$ cat src/rtl/change_dispense_controller.sv
// Change payout sequencer: pays a latched change amount one coin at a time,
// largest usable denomination first, driving one coin motor per pulse with a
// fixed on-time and a fixed gap. Reports completion, coins paid and shortfall.
module change_dispense_controller #(
    parameter int PRICE_WIDTH  = 16,
    parameter int PULSE_CYCLES = 50000,
    parameter int GAP_CYCLES   = 25000
) (
    input  logic                   clk_sys,
    input  logic                   rst_n,
    input  logic                   start,
    input  logic [PRICE_WIDTH-1:0] change_amount,
    input  logic                   abort,
    input  logic [8:0]             tube_empty,
    output logic [8:0]             change_motors,
    output logic                   busy,
    output logic                   done,
    output logic                   error,
    output logic [PRICE_WIDTH-1:0] shortfall,
    output logic [7:0]             coins_paid
);

    // One timer serves both the pulse and the gap phase, so size it for the longer one.
    localparam int MAX_CYCLES = (PULSE_CYCLES > GAP_CYCLES) ? PULSE_CYCLES : GAP_CYCLES;
    localparam int TW         = $clog2(MAX_CYCLES + 1);

    typedef enum logic [2:0] {
        ST_IDLE,
        ST_SELECT,
        ST_PULSE,
        ST_GAP,
        ST_FINISH
    } state_t;

    state_t                 state;
    state_t                 next_state;
    logic [PRICE_WIDTH-1:0] remaining;
    logic [3:0]             sel;
    logic [TW-1:0]          timer;
    logic                   abort_latch;
    logic                   scan_found;
    logic [3:0]             scan_idx;
    logic                   pulse_last;
    logic                   gap_last;

    // Denomination table; index 8 (2000) is the default arm.
    function automatic logic [PRICE_WIDTH-1:0] coin_value(input logic [3:0] idx);
        case (idx)
            4'd0:    coin_value = PRICE_WIDTH'(1);
            4'd1:    coin_value = PRICE_WIDTH'(2);
            4'd2:    coin_value = PRICE_WIDTH'(5);
            4'd3:    coin_value = PRICE_WIDTH'(10);
            4'd4:    coin_value = PRICE_WIDTH'(20);
            4'd5:    coin_value = PRICE_WIDTH'(50);
            4'd6:    coin_value = PRICE_WIDTH'(100);
            4'd7:    coin_value = PRICE_WIDTH'(500);
            default: coin_value = PRICE_WIDTH'(2000);
        endcase
    endfunction

    assign pulse_last = (timer == TW'(PULSE_CYCLES - 1));
    assign gap_last   = (timer == TW'(GAP_CYCLES - 1));

    // Priority scan: the last match in ascending order is the largest coin that fits and is stocked.
    always_comb begin
        scan_found = 1'b0;
        scan_idx   = 4'd0;
        for (int i = 0; i < 9; i++) begin
            if (!tube_empty[i] && (coin_value(4'(i)) <= remaining)) begin
                scan_found = 1'b1;
                scan_idx   = 4'(i);
            end
        end
    end

    // State register; reset drops straight to IDLE, which also kills any running motor.
    always_ff @(posedge clk_sys or negedge rst_n) begin
        if (!rst_n) begin
            state <= ST_IDLE;
        end else begin
            state <= next_state;
        end
    end

    // Next-state decode.
    always_comb begin
        next_state = state;
        case (state)
            ST_IDLE: begin
                if (start) begin
                    next_state = ST_SELECT;
                end
            end
            ST_SELECT: begin
                if (abort || abort_latch) begin
                    next_state = ST_FINISH;
                end else if (remaining == '0) begin
                    next_state = ST_FINISH;
                end else if (scan_found) begin
                    next_state = ST_PULSE;
                end else begin
                    next_state = ST_FINISH;
                end
            end
            ST_PULSE: begin
                if (pulse_last) begin
                    next_state = ST_GAP;
                end
            end
            ST_GAP: begin
                if (gap_last) begin
                    next_state = ST_SELECT;
                end
            end
            ST_FINISH: begin
                next_state = ST_IDLE;
            end
            default: begin
                next_state = ST_IDLE;
            end
        endcase
    end

    // Phase timer: counts while staying in PULSE or GAP, restarts from zero on every phase change.
    always_ff @(posedge clk_sys or negedge rst_n) begin
        if (!rst_n) begin
            timer <= '0;
        end else if (((state == ST_PULSE) || (state == ST_GAP)) && (next_state == state)) begin
            timer <= timer + TW'(1);
        end else begin
            timer <= '0;
        end
    end

    // Payout datapath. Shortfall and error are loaded as FINISH is entered so they are valid alongside done.
    always_ff @(posedge clk_sys or negedge rst_n) begin
        if (!rst_n) begin
            remaining   <= '0;
            sel         <= 4'd0;
            coins_paid  <= 8'd0;
            shortfall   <= '0;
            error       <= 1'b0;
            abort_latch <= 1'b0;
        end else begin
            case (state)
                ST_IDLE: begin
                    if (start) begin
                        remaining  <= change_amount;
                        coins_paid <= 8'd0;
                        shortfall  <= '0;
                        error      <= 1'b0;
                    end
                end
                ST_SELECT: begin
                    if (next_state == ST_PULSE) begin
                        sel <= scan_idx;
                    end
                    if (next_state == ST_FINISH) begin
                        shortfall <= remaining;
                        error     <= (remaining != '0);
                    end
                end
                ST_PULSE: begin
                    if (abort) begin
                        abort_latch <= 1'b1;
                    end
                    if (pulse_last) begin
                        remaining <= remaining - coin_value(sel);
                        if (coins_paid != 8'hFF) begin
                            coins_paid <= coins_paid + 8'd1;
                        end
                    end
                end
                ST_GAP: begin
                    if (abort) begin
                        abort_latch <= 1'b1;
                    end
                end
                ST_FINISH: begin
                    abort_latch <= 1'b0;
                end
                default: begin
                    abort_latch <= 1'b0;
                end
            endcase
        end
    end

    assign change_motors = (state == ST_PULSE) ? (9'd1 << sel) : 9'd0;
    assign busy          = (state != ST_IDLE);
    assign done          = (state == ST_FINISH);

endmodule

$ cat config.mk
export PLATFORM = sky130hd
export DESIGN_NAME = change_dispense_controller
export DESIGN_NICKNAME = d
export VERILOG_FILES = /design/src/rtl/change_dispense_controller.sv
export SDC_FILE = /design/constraint.sdc
export NUM_CORES = 1
export LEC_CHECK = 0
export CORE_ASPECT_RATIO = 1.4
export CORE_MARGIN = 4
export CORE_UTILIZATION = 40
export DETAILED_ROUTE_END_ITERATION = 16
export SLEW_MARGIN = 20
export SYNTH_ARGS = -nofsm -noshare
export SYNTH_HDL_FRONTEND = slang
export SYNTH_SLANG_ARGS = --single-unit
$ cat constraint.sdc
create_clock -name clk_sys -period 3.9 [get_ports clk_sys]
set_clock_uncertainty 0.05 [all_clocks]
set_input_delay 0.585 -clock clk_sys [delete_from_list [all_inputs] [get_ports clk_sys]]
set_output_delay 0.585 -clock clk_sys [all_outputs]
set_load 0.02 [all_outputs]
; ---- Word-level counts from Yosys, hierarchy flattened
; Memory sizes are Yosys's and may differ from the RTL's.
; Cells that the tools add are included.
[word_totals]
in_bits = 29
ff_bits = 65
latchBits = 0
mem_bits_rw = 0
romBits = 72
mem_count = 1
out_inout_bits = 36
elab_cells = 116
[memory_table]
columns = memory, words, width, read_ports, rd_ports_with_merged_regs, write_ports, line
row1 = (no name shown), 8, 9, 1, 0, 0, 48  ; case (idx)
[classes]
order_cmp = 9
muxes = 44
n_eq_ne = 15
shift = 1
add_sub_neg = 3
n_reduce_logical = 34
multipliers = 0
n_bitwise = 1
div = 0
[op_table]
columns = cell, count
row1 = $mux W16, 8
row2 = $pmux W16 S2, 2
row3 = $mux W4, 6
row4 = $mux W8, 3
row5 = $mux W3, 6
row6 = $add A16 B1 Y16 const B, 1
row7 = $eq A16 B15 Y1 const B, 1
row8 = $eq A16 B16 Y1 const B, 1
row9 = $le A1 B16 Y1 const A, 1
row10 = $le A11 B16 Y1 const A, 1
row11 = $le A2 B16 Y1 const A, 1
row12 = $le A3 B16 Y1 const A, 1
row13 = $le A4 B16 Y1 const A, 1
row14 = $le A5 B16 Y1 const A, 1
row15 = $le A6 B16 Y1 const A, 1
row16 = $le A7 B16 Y1 const A, 1
row17 = $le A9 B16 Y1 const A, 1
row18 = $logic_not A16 Y1, 1
row19 = $pmux W8 S2, 1
row20 = $reduce_bool A16 Y1, 1
row21 = $sub A16 B16 Y16, 1
row22 = $mux W1, 13
row23 = $pmux W3 S4, 1
row24 = $logic_and A1 B1 Y1, 10
row25 = other kinds (22), 42

; ---- Logic depth before layout (Yosys ltp)
[logic_depth]
ltp_word = 18
mapped_depth = 12
ltp_nobuf = 11

; ---- Worst setup path after synthesis
; Ideal clock, no wire load.
[synth_path]
path_kind = reg2reg
from = register sel[2]
to = register remaining[15]
setup_time_ps = 69
stages_incl_launch_ff = 12
required_ps = 3781
path_slack_ps = 987
n_path_buf = 1
arrival_ps = 2794
synth_period_minus_slack_ps = 2913
path_cell_list = dfrtp_1 clkbuf_1 o21ai_0 a21o_1 ha_1 o21ai_0 a21oi_1 nor4_1 o311ai_0 o41ai_1 mux2_2 nand3_1
[synth_via]
elab_chain_cells = 7
[synth_rtl]
columns = item, line
row1 = from (decl), 38  ; logic [3:0] sel;
row2 = from (signal assigned), 156  ; sel <= scan_idx;
row3 = $mem_v2 Z8 W9, --
row4 = $mux W16, 48
row5 = $mux W16, 167  ; if (pulse_last) begin
row6 = $mux W16, 145  ; case (state)
row7 = $sub A16 B16 Y16, 168  ; remaining <= remaining - coin_value(sel);
row8 = $mux W16, 167
row9 = $pmux W16 S2, 145
row10 = to (signal assigned), 148  ; remaining <= change_amount;
row11 = to (signal assigned), 168
row12 = to (decl), 37  ; logic [PRICE_WIDTH-1:0] remaining;
; Every way passes these cells. The select of a mux whose other input is x is not followed.
; A chain may end at the register's enable or synchronous reset.

; ---- Worst setup path after layout
[layout_path]
from = register sel[1]
to = register remaining[15]
; The elaborated chain is that of the path after synthesis.

==> reports/metrics.csv <==
metric;value;unit
drt drc;0;
largest net degree at the start of global routing;49;
final setup fails;0;
initial antenna violation count;0;
Worst Hold Class;in -> async;
Worst Path Arrival;3.48;ns
vias;3490;
IO Port Bufs;64;
CP Data Required Time;4.11;ns
Skew-Pair Late Insertion Delay;0.33;ns
syn_nets;485;
Seq. cell area;0.001627;mm2
Critical Path Source Type;flip-flop;
all-layer global routing usage;20.00;%
Finished Layout Cells;645;
first-pass GRT wire length;18260;um
Overflow after GRT;0;
CTS tree;built;
synth unique cells;57;
r2r setup slk;0.63;ns
Synth async-reset ratio;100.0;%
PwrDens;791.4;mW/mm2
row count;42;
# fillers;888;
syn avg cell area;8.894;um2
dpl cells;629;
routed wire length per instance;16.93;um
Post-CTS Setup Inserts;0;
Initial Utilization;41.33;%
CTS clk-pin slew, worst paths;0.06;ns
core area;0.009512;mm2
CTS Hold Bufs;0;
Fin Setup TNS;0;ns
Setup crit end kind;flip-flop;
layout cell share with drive strength beyond 1;6.238;%
Post-synth EDFFs;0;
critical path class;reg -> reg;
GP Congestion;0.8749;
Register-to-Register Path Depth;10;
Fin Hold WS;0.1393;ns
final period utilization;83.79;%
Antenna Cells;0;
clk sink count;65;
Reg2Reg Launch Point;sel[1];
Main synth FF type;dfrtp_1;
status;complete, no violations;
sequential share of the synthesized area;41.37;%
Lkg Pwr;2.132;nW
final worst setup slack;0.6322;ns
area delta synth->final;27.82;%
Post-DRT Antenna Nets;0;
htree depth;3;
number of global-route vias before repair;3694;
area of the multi-input gates;0.002116;mm2
placed wire-length estimate;7906;um
Die ar.;0.01150;mm2
Total Wirelength;10920;um
Root Buffer;clkbuf_16;
Peak VDD IR;327.0;uV
Cell Area, Placed;0.004697;mm2
design area;0.005025;mm2
Yosys warning count;0;
worst-margin pin slew;1.085;ns
Die X;91.79;um
max-slew violation count;0;
Top Ports;65;
Placement Setup Slack;0.7958;ns
fin nets;551;
drt initial violations;165;
final hold vios;0;
DR vias/cell;5.411;
Max Fclk;0.3060;GHz
drt first pass iters;4;
Cells after Synth;442;
Layout Utilization;52.83;%
worst-path maximum fanout;13;
Max-Cap Viols;0;
mapped cell area;0.003931;mm2
Pwr Total;3.977;mW
R2R Path End;remaining[15];
RSZ-0062 raised after global routing;no;
FF+latch count, synth;65;
Num CTS Buffers;9;
clock tree buffer depth;2;
fin crit period;3.268;ns
Worst slew margin;27.18;%
height of the die;125.3;um
post-CTS sizing;0;
cells in the mapped netlist, types with 5 or more instances:
cell type,number,area (um2)
dfrtp_1,65,1627
nor2_1,52,195.2
nand2_1,49,183.9
inv_1,29,108.9
a21oi_1,22,110.1
nand3_1,21,105.1
mux2i_1,18,180.2
nor3_1,14,70.07
xor2_1,14,122.6
clkbuf_1,13,48.80
ha_1,13,162.7
o21ai_0,12,60.06
and3_1,10,62.56
xnor2_1,10,87.58
a211oi_1,9,67.56
nand4_1,7,43.79
o311ai_0,6,52.55
a31oi_1,5,31.28
nor2b_1,5,31.28
report_power, final:
group / total [mW] / internal (mW) / leakage, nW / switching [mW]
clock: 0.878 / 0.583 / 0.162 / 0.295
sequential: 1.13 / 0.874 / 0.839 / 0.259
combinational: 1.97 / 0.815 / 1.13 / 1.15
cell usage in the layout, fill, tap and decap left out, types with 10 or more instances in the layout:
master / Yosys / layout
clkdlybuf4s50_1: 0 / 63
inv_1: 29 / 29
mux2i_1: 18 / 18
nand2_1: 49 / 49
nand3_1: 21 / 21
xnor2_1: 10 / 10
o21ai_0: 12 / 12
xor2_1: 14 / 14
nor3_1: 14 / 14
ha_1: 13 / 13
a21oi_1: 22 / 22
and3_1: 10 / 10
nor2_1: 52 / 52
dfrtp_1: 65 / 65
per-layer routing:
metal / vias to the layer above / global-route usage [%] / part of all wire [%]
met1: 1669 / 24.16 / 43
met2: 91 / 35.08 / 51
met5: - / 0 / 0
met4: 0 / 7.349 / 2.5
met3: 18 / 3.846 / 4.1
li1: 1712 / - / -
sequential cells by signal, indices dropped and copies added, names as in the netlist:
| name | flops |
|---|---|
| shortfall | 16 |
| state | 3 |
| remaining | 16 |
| abort_latch | 1 |
| error | 1 |
| timer | 16 |
| sel | 4 |
| coins_paid | 8 |
worst max-delay path, stage by stage, from the launching register on:
cell and delay (ns):
dfrtp_1 0.55, o21ai_0 0.14, a21o_1 0.18, ha_1 0.31, o21ai_0 0.17, a21oi_1 0.09, nor4_1 0.32, o311ai_0 0.26
o41ai_1 0.65, mux2_2 0.41, nand3_1 0.06
cell type report:
class                      instances  share of cell area (%)
inverter                          29                   2.166
clock inverter                     1                  0.5976
clock buffer                      15                   5.926
tap                              132                   3.287
timing repair buffer              70                   13.55
multi-input combinational        333                   42.11
sequential                        65                   32.37
worst max-delay path by stage:
stage / endpoint / from / slack (ns) / cells after the start
after floorplan: remaining[15] / sel[2] / 0.99 / 11
after global placement: remaining[15] / sel[2] / 0.83 / 10
after detailed placement: remaining[15] / sel[2] / 0.80 / 10
after CTS: remaining[15] / sel[1] / 0.68 / 10
after global routing: remaining[13] / sel[2] / 0.34 / 10
final: remaining[15] / sel[1] / 0.63 / 10
cells by family (layout without fill, tap and decap cells):
| family | count (synthesis) | count (layout) | share of synthesized area [%] |
|---|---|---|---|
| AND/OR/NAND/NOR | 188 | 188 | 23.68 |
| flip-flops | 65 | 65 | 41.37 |
| AO/OA/AOI/OAI | 86 | 86 | 14.70 |
| buffers and inverters | 44 | 115 | 4.806 |
| adder cells (fa/ha/maj) | 14 | 14 | 4.647 |
| XOR/XNOR | 24 | 24 | 5.347 |
| multiplexers | 21 | 21 | 5.442 |
Note: power is estimated with default switching activity, not from simulation.
